**src/rtl/fifo_pkg.sv**
```systemverilog
// Shared constants for the fifo and its write arbiter.
//   FIFO_WIDTH : default data width of a fifo word
//   FIFO_DEPTH : default fifo capacity in words
//   clog2()    : ceiling log2, used to size counters and indices
package fifo_pkg;

  localparam int FIFO_WIDTH = 4;
  localparam int FIFO_DEPTH = 5;

  // Number of bits needed to encode values 0..value-1 (0 for value <= 1).
  function automatic int clog2(input int value);
    int result;
    int v;
    result = 0;
    v      = value - 1;
    while (v > 0) begin
      result++;
      v = v >> 1;
    end
    return result;
  endfunction

endpackage

```
**src/rtl/fifo_write_arbiter_rr_pick.sv**
```systemverilog
// Combinational round-robin picker.
//   eligible      : request mask after removing the requester granted last cycle
//   last_grant    : index of the most recent winner
//   winner_onehot : one-hot winner, zero when nothing is eligible
//   winner_idx    : binary index of the winner
//   any_valid     : at least one requester is eligible
module rr_pick #(
  parameter int N  = 4,
  parameter int IW = 2
) (
  input  logic [N-1:0]  eligible,
  input  logic [IW-1:0] last_grant,
  output logic [N-1:0]  winner_onehot,
  output logic [IW-1:0] winner_idx,
  output logic          any_valid
);

  int cand;

  // Walk the candidates in priority order starting just above last_grant;
  // the first eligible one wins and blocks every later candidate.
  always_comb begin
    winner_onehot = '0;
    winner_idx    = '0;
    any_valid     = 1'b0;
    cand          = 0;
    for (int off = 1; off <= N; off++) begin
      cand = int'(last_grant) + off;
      if (cand >= N) cand = cand - N;
      for (int k = 0; k < N; k++) begin
        if (!any_valid && (k == cand) && eligible[k]) begin
          any_valid        = 1'b1;
          winner_idx       = IW'(k);
          winner_onehot[k] = 1'b1;
        end
      end
    end
  end

endmodule

```
**src/rtl/fifo_write_arbiter.sv**
```systemverilog
// Round-robin write arbiter in front of a fifo without flow control.
// Tracks fifo occupancy itself and never writes when the fifo could be full.
//   clk, reset  : clock, synchronous active-high reset
//   req         : per-requester write request, held with stable data until granted
//   req_data    : packed requester data, requester i at [i*WIDTH +: WIDTH]
//   grant       : one-cycle one-hot acknowledge, aligned with fifo_strobe
//   fifo_d      : registered write word to the fifo
//   fifo_strobe : registered write strobe to the fifo
//   fifo_read   : consumer read strobe, used only for occupancy tracking
//   level       : words written (or in flight) and not yet read
//   underflow   : sticky, set by a read while level is 0
module fifo_write_arbiter
  import fifo_pkg::*;
#(
  parameter int WIDTH      = FIFO_WIDTH,
  parameter int DEPTH      = FIFO_DEPTH,
  parameter int REQUESTERS = 4
) (
  input  logic                          clk,
  input  logic                          reset,
  input  logic [REQUESTERS-1:0]         req,
  input  logic [REQUESTERS*WIDTH-1:0]   req_data,
  output logic [REQUESTERS-1:0]         grant,
  output logic [WIDTH-1:0]              fifo_d,
  output logic                          fifo_strobe,
  input  logic                          fifo_read,
  output logic [clog2(DEPTH+1)-1:0]     level,
  output logic                          underflow
);

  localparam int IW = (REQUESTERS > 1) ? clog2(REQUESTERS) : 1;
  localparam int LW = clog2(DEPTH + 1);

  logic [REQUESTERS-1:0] eligible;
  logic [REQUESTERS-1:0] win_onehot;
  logic [IW-1:0]         win_idx;
  logic [IW-1:0]         last_grant;
  logic                  any_valid;
  logic                  issue;
  logic                  read_ok;

  // The requester just granted still shows req high for one cycle while it
  // reacts to grant, so it is masked out to avoid a duplicate write.
  assign eligible = req & ~grant;

  // level already counts the write in flight; a read in this same cycle is
  // deliberately not credited so the fifo is never written while full.
  assign issue   = any_valid && (level < LW'(DEPTH));
  assign read_ok = fifo_read && (level != '0);

  rr_pick #(
    .N  (REQUESTERS),
    .IW (IW)
  ) u_rr_pick (
    .eligible      (eligible),
    .last_grant    (last_grant),
    .winner_onehot (win_onehot),
    .winner_idx    (win_idx),
    .any_valid     (any_valid)
  );

  always_ff @(posedge clk) begin
    if (reset) begin
      fifo_strobe <= 1'b0;
      grant       <= '0;
      fifo_d      <= '0;
      level       <= '0;
      underflow   <= 1'b0;
      // Pointing at the top index makes requester 0 the first winner.
      last_grant  <= IW'(REQUESTERS - 1);
    end else begin
      fifo_strobe <= issue;
      grant       <= issue ? win_onehot : '0;
      if (issue) begin
        fifo_d     <= req_data[win_idx*WIDTH +: WIDTH];
        last_grant <= win_idx;
      end
      case ({issue, read_ok})
        2'b10:   level <= level + LW'(1);
        2'b01:   level <= level - LW'(1);
        default: level <= level;
      endcase
      if (fifo_read && (level == '0)) underflow <= 1'b1;
    end
  end

endmodule

```
**config.mk**
```make
export PLATFORM = sky130hd
export DESIGN_NAME = fifo_write_arbiter
export DESIGN_NICKNAME = d
export VERILOG_FILES = /design/src/rtl/fifo_pkg.sv /design/src/rtl/fifo_write_arbiter_rr_pick.sv /design/src/rtl/fifo_write_arbiter.sv
export SDC_FILE = /design/constraint.sdc
export NUM_CORES = 1
export LEC_CHECK = 0
export ABC_AREA = 1
export BUFFER_PORTS_ARGS = -buffer_cell sky130_fd_sc_hd__buf_2
export CAP_MARGIN = 0
export CORE_MARGIN = 4
export CORE_UTILIZATION = 50
export CTS_BUF_LIST = sky130_fd_sc_hd__clkbuf_4 sky130_fd_sc_hd__clkbuf_8
export DETAILED_ROUTE_END_ITERATION = 8
export PLACE_DENSITY = 0.78
export RECOVER_POWER = 100
export SLEW_MARGIN = 20
export SYNTH_ARGS = -nofsm -noshare
export SYNTH_HDL_FRONTEND = slang
export SYNTH_SLANG_ARGS = --single-unit
```
**constraint.sdc**
```tcl
create_clock -name clk -period 5.9 [get_ports clk]
set_input_delay 1.18 -clock clk [delete_from_list [all_inputs] [get_ports clk]]
set_output_delay 1.18 -clock clk [all_outputs]
set_load 0.01 [all_outputs]
```
==> flow_summary_export.csv <==
group,metric,value,unit
grt,grt_overflow,0,
timing,setup_violations,0,
layout,fin_nets,245,
drt,routed_wirelength,2920,um
run,maxCapViolCount,0,
synthesis,synth-edff-count,0,
power_and_ir_drop,vdd_drop_max,0.369,mV
die,core-area,2250,um2
grt,grt_use_total,18.5,%
setup_path,r2r_start,"last_grant[0]",
drt,vias,1283,
drt,routedWlPerCell,11.8,um
synthesis,synthAdderAreaFrac,2.70,%
layout,final_cell_area,1360,um2
timing,finalCritPeriodShare,72.7,%
grt,met3_usage,3.85,%
clocking,worstSkewPairLatency,0.30,ns
synthesis,synthMuxAreaShare,0,%
setup_path,r2r_slack,2.17,ns
drt,first_iter_violations,32,
setup_path,cp_slowest_stage_delay,0.39,ns
placed_design,placed_area,1420,um2
layout,diodes,0,
synthesis,synth_cell_types,31,
layout,postLayoutCoreUtil,60.3,%
worst_hold_path,hold_path_end,"underflow",
timing,worstMarginPinSlew,0.468,ns
synthesis,synth_seq_cells,15,
clocking,cts_resized,0,
setup_path,cp_slowest_cell,"nor2_1",
grt,grt_busiest_layer,"met2",
setup_path,path_cells,"buf_2 -> inv_1 -> nor2_1 -> nand2_2 -> nand2_2 -> nor2_1 -> nand4_4 -> nor2_1 -> nand3_4 -> nor2_1 -> nand3_1 -> nor2_1 -> nand3_1 -> nand2_1 -> ha_1 -> inv_1 -> fa_1 -> a21oi_1 -> o21ai_0 -> o21ai_0 -> a21oi_1",
synthesis,netlist_instances,180,
worst_hold_path,hold_path_class,"register to register",
synthesis,synth_seq_area_share,24.9,%
timing,tns,0,ns
setup_path,cp-start-kind,"input port",
timing,relSlewSlack,68.7,%
layout,regArea,300,um2
timing,finClkSkew,0.00743,ns
grt,grt_max_degree,10,
setup_path,reg2regPathDepth,19,
power_and_ir_drop,p_leak,0.720,nW
die,die_w,57.1,um
clocking,cts.path.max_buffers,2,
power_and_ir_drop,swShare,54.7,%
drt,drcViolationCount,0,
worst_hold_path,min_path_cells,1,
clocking,ctsHtreeMaxLevel,1,
setup_path,crit_family,"simple AND/OR/NAND/NOR gates",
worst_hold_path,min_from,"underflow",
setup_path,r2r-end,"level[2]",
die,num_rows,17,
timing,worst_slack,1.61,ns
layout,layout-drive-gt1-share,21.0,%
power_and_ir_drop,p_switching,0.000435,W
grt,grt_pass1_wl,4770,um
timing,slew_violations,0,
die,die_h,57.1,um
setup_path,crit_arrival,4.47,ns
timing,layout_min_cycle_time,4.29,ns
clocking,cts_buffers,3,
power_and_ir_drop,internal_power,0.000360,W
grt,grt_util_met2,30.5,%
layout,multi_input_area,677,um2
timing,fmax,0.233,GHz
setup_path,worstPathRequired,6.08,ns
grt,grt_use_met1,23.1,%
drt,firstDrtPassIters,4,
timing,hold_viol_final,0,
synthesis,synth_area,1210,um2
die,dieArea,3260,um2
placed_design,gp_congestion,0.948,
synthesis,synth_xor_area_share,0,%
clocking,cts_root_buf,"clkbuf_4",
layout,areaGrowthSynthToFinish,12.8,%
clocking,cts_tree,"done",
clocking,cts_setup_buffers,0,
synthesis,syn_avg_cell_area,6.70,um2
power_and_ir_drop,combinationalPowerShare,69.7,%
synthesis,synth_flop_cell,"dfxtp_1",
grt,grt_pass1_vias,1107,
synthesis,synth_compound_area_share,9.85,%
timing,rsz0062_at_grt,"false",
synthesis,synth_simple_gate_area_share,49.0,%
die,io_pins,36,
power_and_ir_drop,p_per_area,584,nW/um2
clocking,clk_pin_slew,0.09,ns
drt,ant_nets,0,
setup_path,path_class,"input port to register",
synthesis,ys_async_sr_fraction,0,%
die,start_util,53.5,%
drt,vias_per_cell,5.19,
status,status,"complete, no violations",
setup_path,path_max_fanout,6,
synthesis,synth_top_family_by_area,"simple AND/OR/NAND/NOR gates",
synthesis,mappedNetlistNets,205,
power_and_ir_drop,power_frac_seq,22.5,%
synthesis,synth_warnings,0,
clocking,cts_hold_buf,0,
power_and_ir_drop,clkPwrFrac,7.8,%
clocking,clock_sinks,15,
placed_design,portBuffers,35,
placed_design,pre_cts_slack,1.97,ns
setup_path,cp-end-kind,"register",
layout,fillerInstances,247,
grt,antenna_found_initial,0,
placed_design,dp_hpwl,2380,um
setup_path,crit_top_cell,"nor2_1",
setup_path,timing.critical_path.buf_inv,3,
==> registers in the layout, summed over array words and instances (netlist names) <==
| register | flops |
|---|---|
| grant | 4 |
| underflow | 1 |
| fifo_d | 4 |
| fifo_strobe | 1 |
| last_grant | 2 |
| level | 3 |
==> power groups by stage <==
stage / registers [W] / logic, W / clock network [W]
global route: 0.000188 / 0.000624 / 0.0000684
finish: 0.000179 / 0.000554 / 0.0000619
CTS: 0.000178 / 0.000615 / 0.0000630
global placement: 0.000178 / 0.000595 / 0
floorplan: 0.000194 / 0.000468 / 0
detailed placement: 0.000180 / 0.000613 / 0
==> worst max path at each step <==
stage / from / to / slack, ns / cells past startpoint
after CTS: req[1] / level[2] / 2.29 / 21
final: req[3] / level[2] / 1.61 / 21
after floorplan: req[1] / level[2] / 2.38 / 20
after global routing: req[0] / level[2] / 1.23 / 21
after detailed placement: req[3] / level[2] / 1.97 / 21
after global placement: req[3] / level[2] / 2.16 / 20
==> cells in the final DEF, fill, tap and decap left out, types with 2 or more instances in the layout <==
master    Yosys  layout
inv_1        37      37
nand2_1      27      29
nor2_1       18      22
buf_2         0      21
nand3_1      18      20
dfxtp_1      15      15
clkbuf_1      0      14
a21oi_1       8       8
nand2_2       8       7
nand4_1       6       7
nor2_2        5       5
o21ai_0       5       5
a31oi_1       3       3
nor3_1        3       3
clkbuf_4      0       3
nand3_4       2       2
clkinv_2      1       2
a41oi_1       2       2
o21ai_1       2       2
==> routing by layer <==
metal  share of wire (%)  wire length [um]  up-vias
met5                   0                 0        -
met4                 1.6                48        0
met3                 8.2               240        5
met2                  48              1390       47
met1                  42              1240      575
li1                    -                 -      656
==> worst register-to-register path, stage by stage, from the launching register on <==
cell and delay [ns]:
dfxtp_1 0.43, nor2_2 0.13, nand2_2 0.09, nand2_2 0.06, nor2_1 0.30, nand4_4 0.12
nor2_1 0.39, nand3_4 0.09, nor2_1 0.18, nand3_1 0.09, nor2_1 0.25, nand3_1 0.11
nand2_1 0.19, ha_1 0.18, inv_1 0.07, fa_1 0.39, a21oi_1 0.16, o21ai_0 0.12
o21ai_0 0.20, a21oi_1 0.06
==> stage by stage <==
step	total power (W)	hold WS [ns]	std cells
2_1_floorplan	0.000661	0.504	180
3_3_place_gp	0.000772	0.441	243
3_5_place_dp	0.000793	0.450	243
4_1_cts	0.000856	0.472	247
5_1_grt	0.000880	0.487	247
6_report	0.000795	0.473	247
==> Yosys cell counts, types with 4 or more instances <==
master   number  share of area [%]
inv_1        37                 12
nor2_1       18                5.6
nand3_1      18                7.5
a21oi_1       8                3.3
o21ai_0       5                2.1
dfxtp_1      15                 25
nand4_1       6                3.1
nand2_2       8                4.1
nor2_4        4                3.7
nand2_1      27                8.4
nor2_2        5                2.6
==> cell families (layout without fill, tap and decap cells) <==
kind of cell	after synthesis	in the layout
AO/OA/AOI/OAI	21	21
buffers and inverters	42	81
flip-flops	15	15
adder cells (fa/ha/maj)	2	2
AND/OR/NAND/NOR	100	100
==> final cells by class <==
| cell class | instances | area share (%) |
|---|---|---|
| Clock buffer | 3 | 1.66 |
| Sequential cell | 15 | 22.1 |
| Inverter | 42 | 12.0 |
| Multi-Input combinational cell | 123 | 49.8 |
| Timing Repair Buffer | 35 | 11.6 |
| Clock inverter | 1 | 0.368 |
| Tap cell | 28 | 2.58 |
Power figures use the tool's default switching activity.
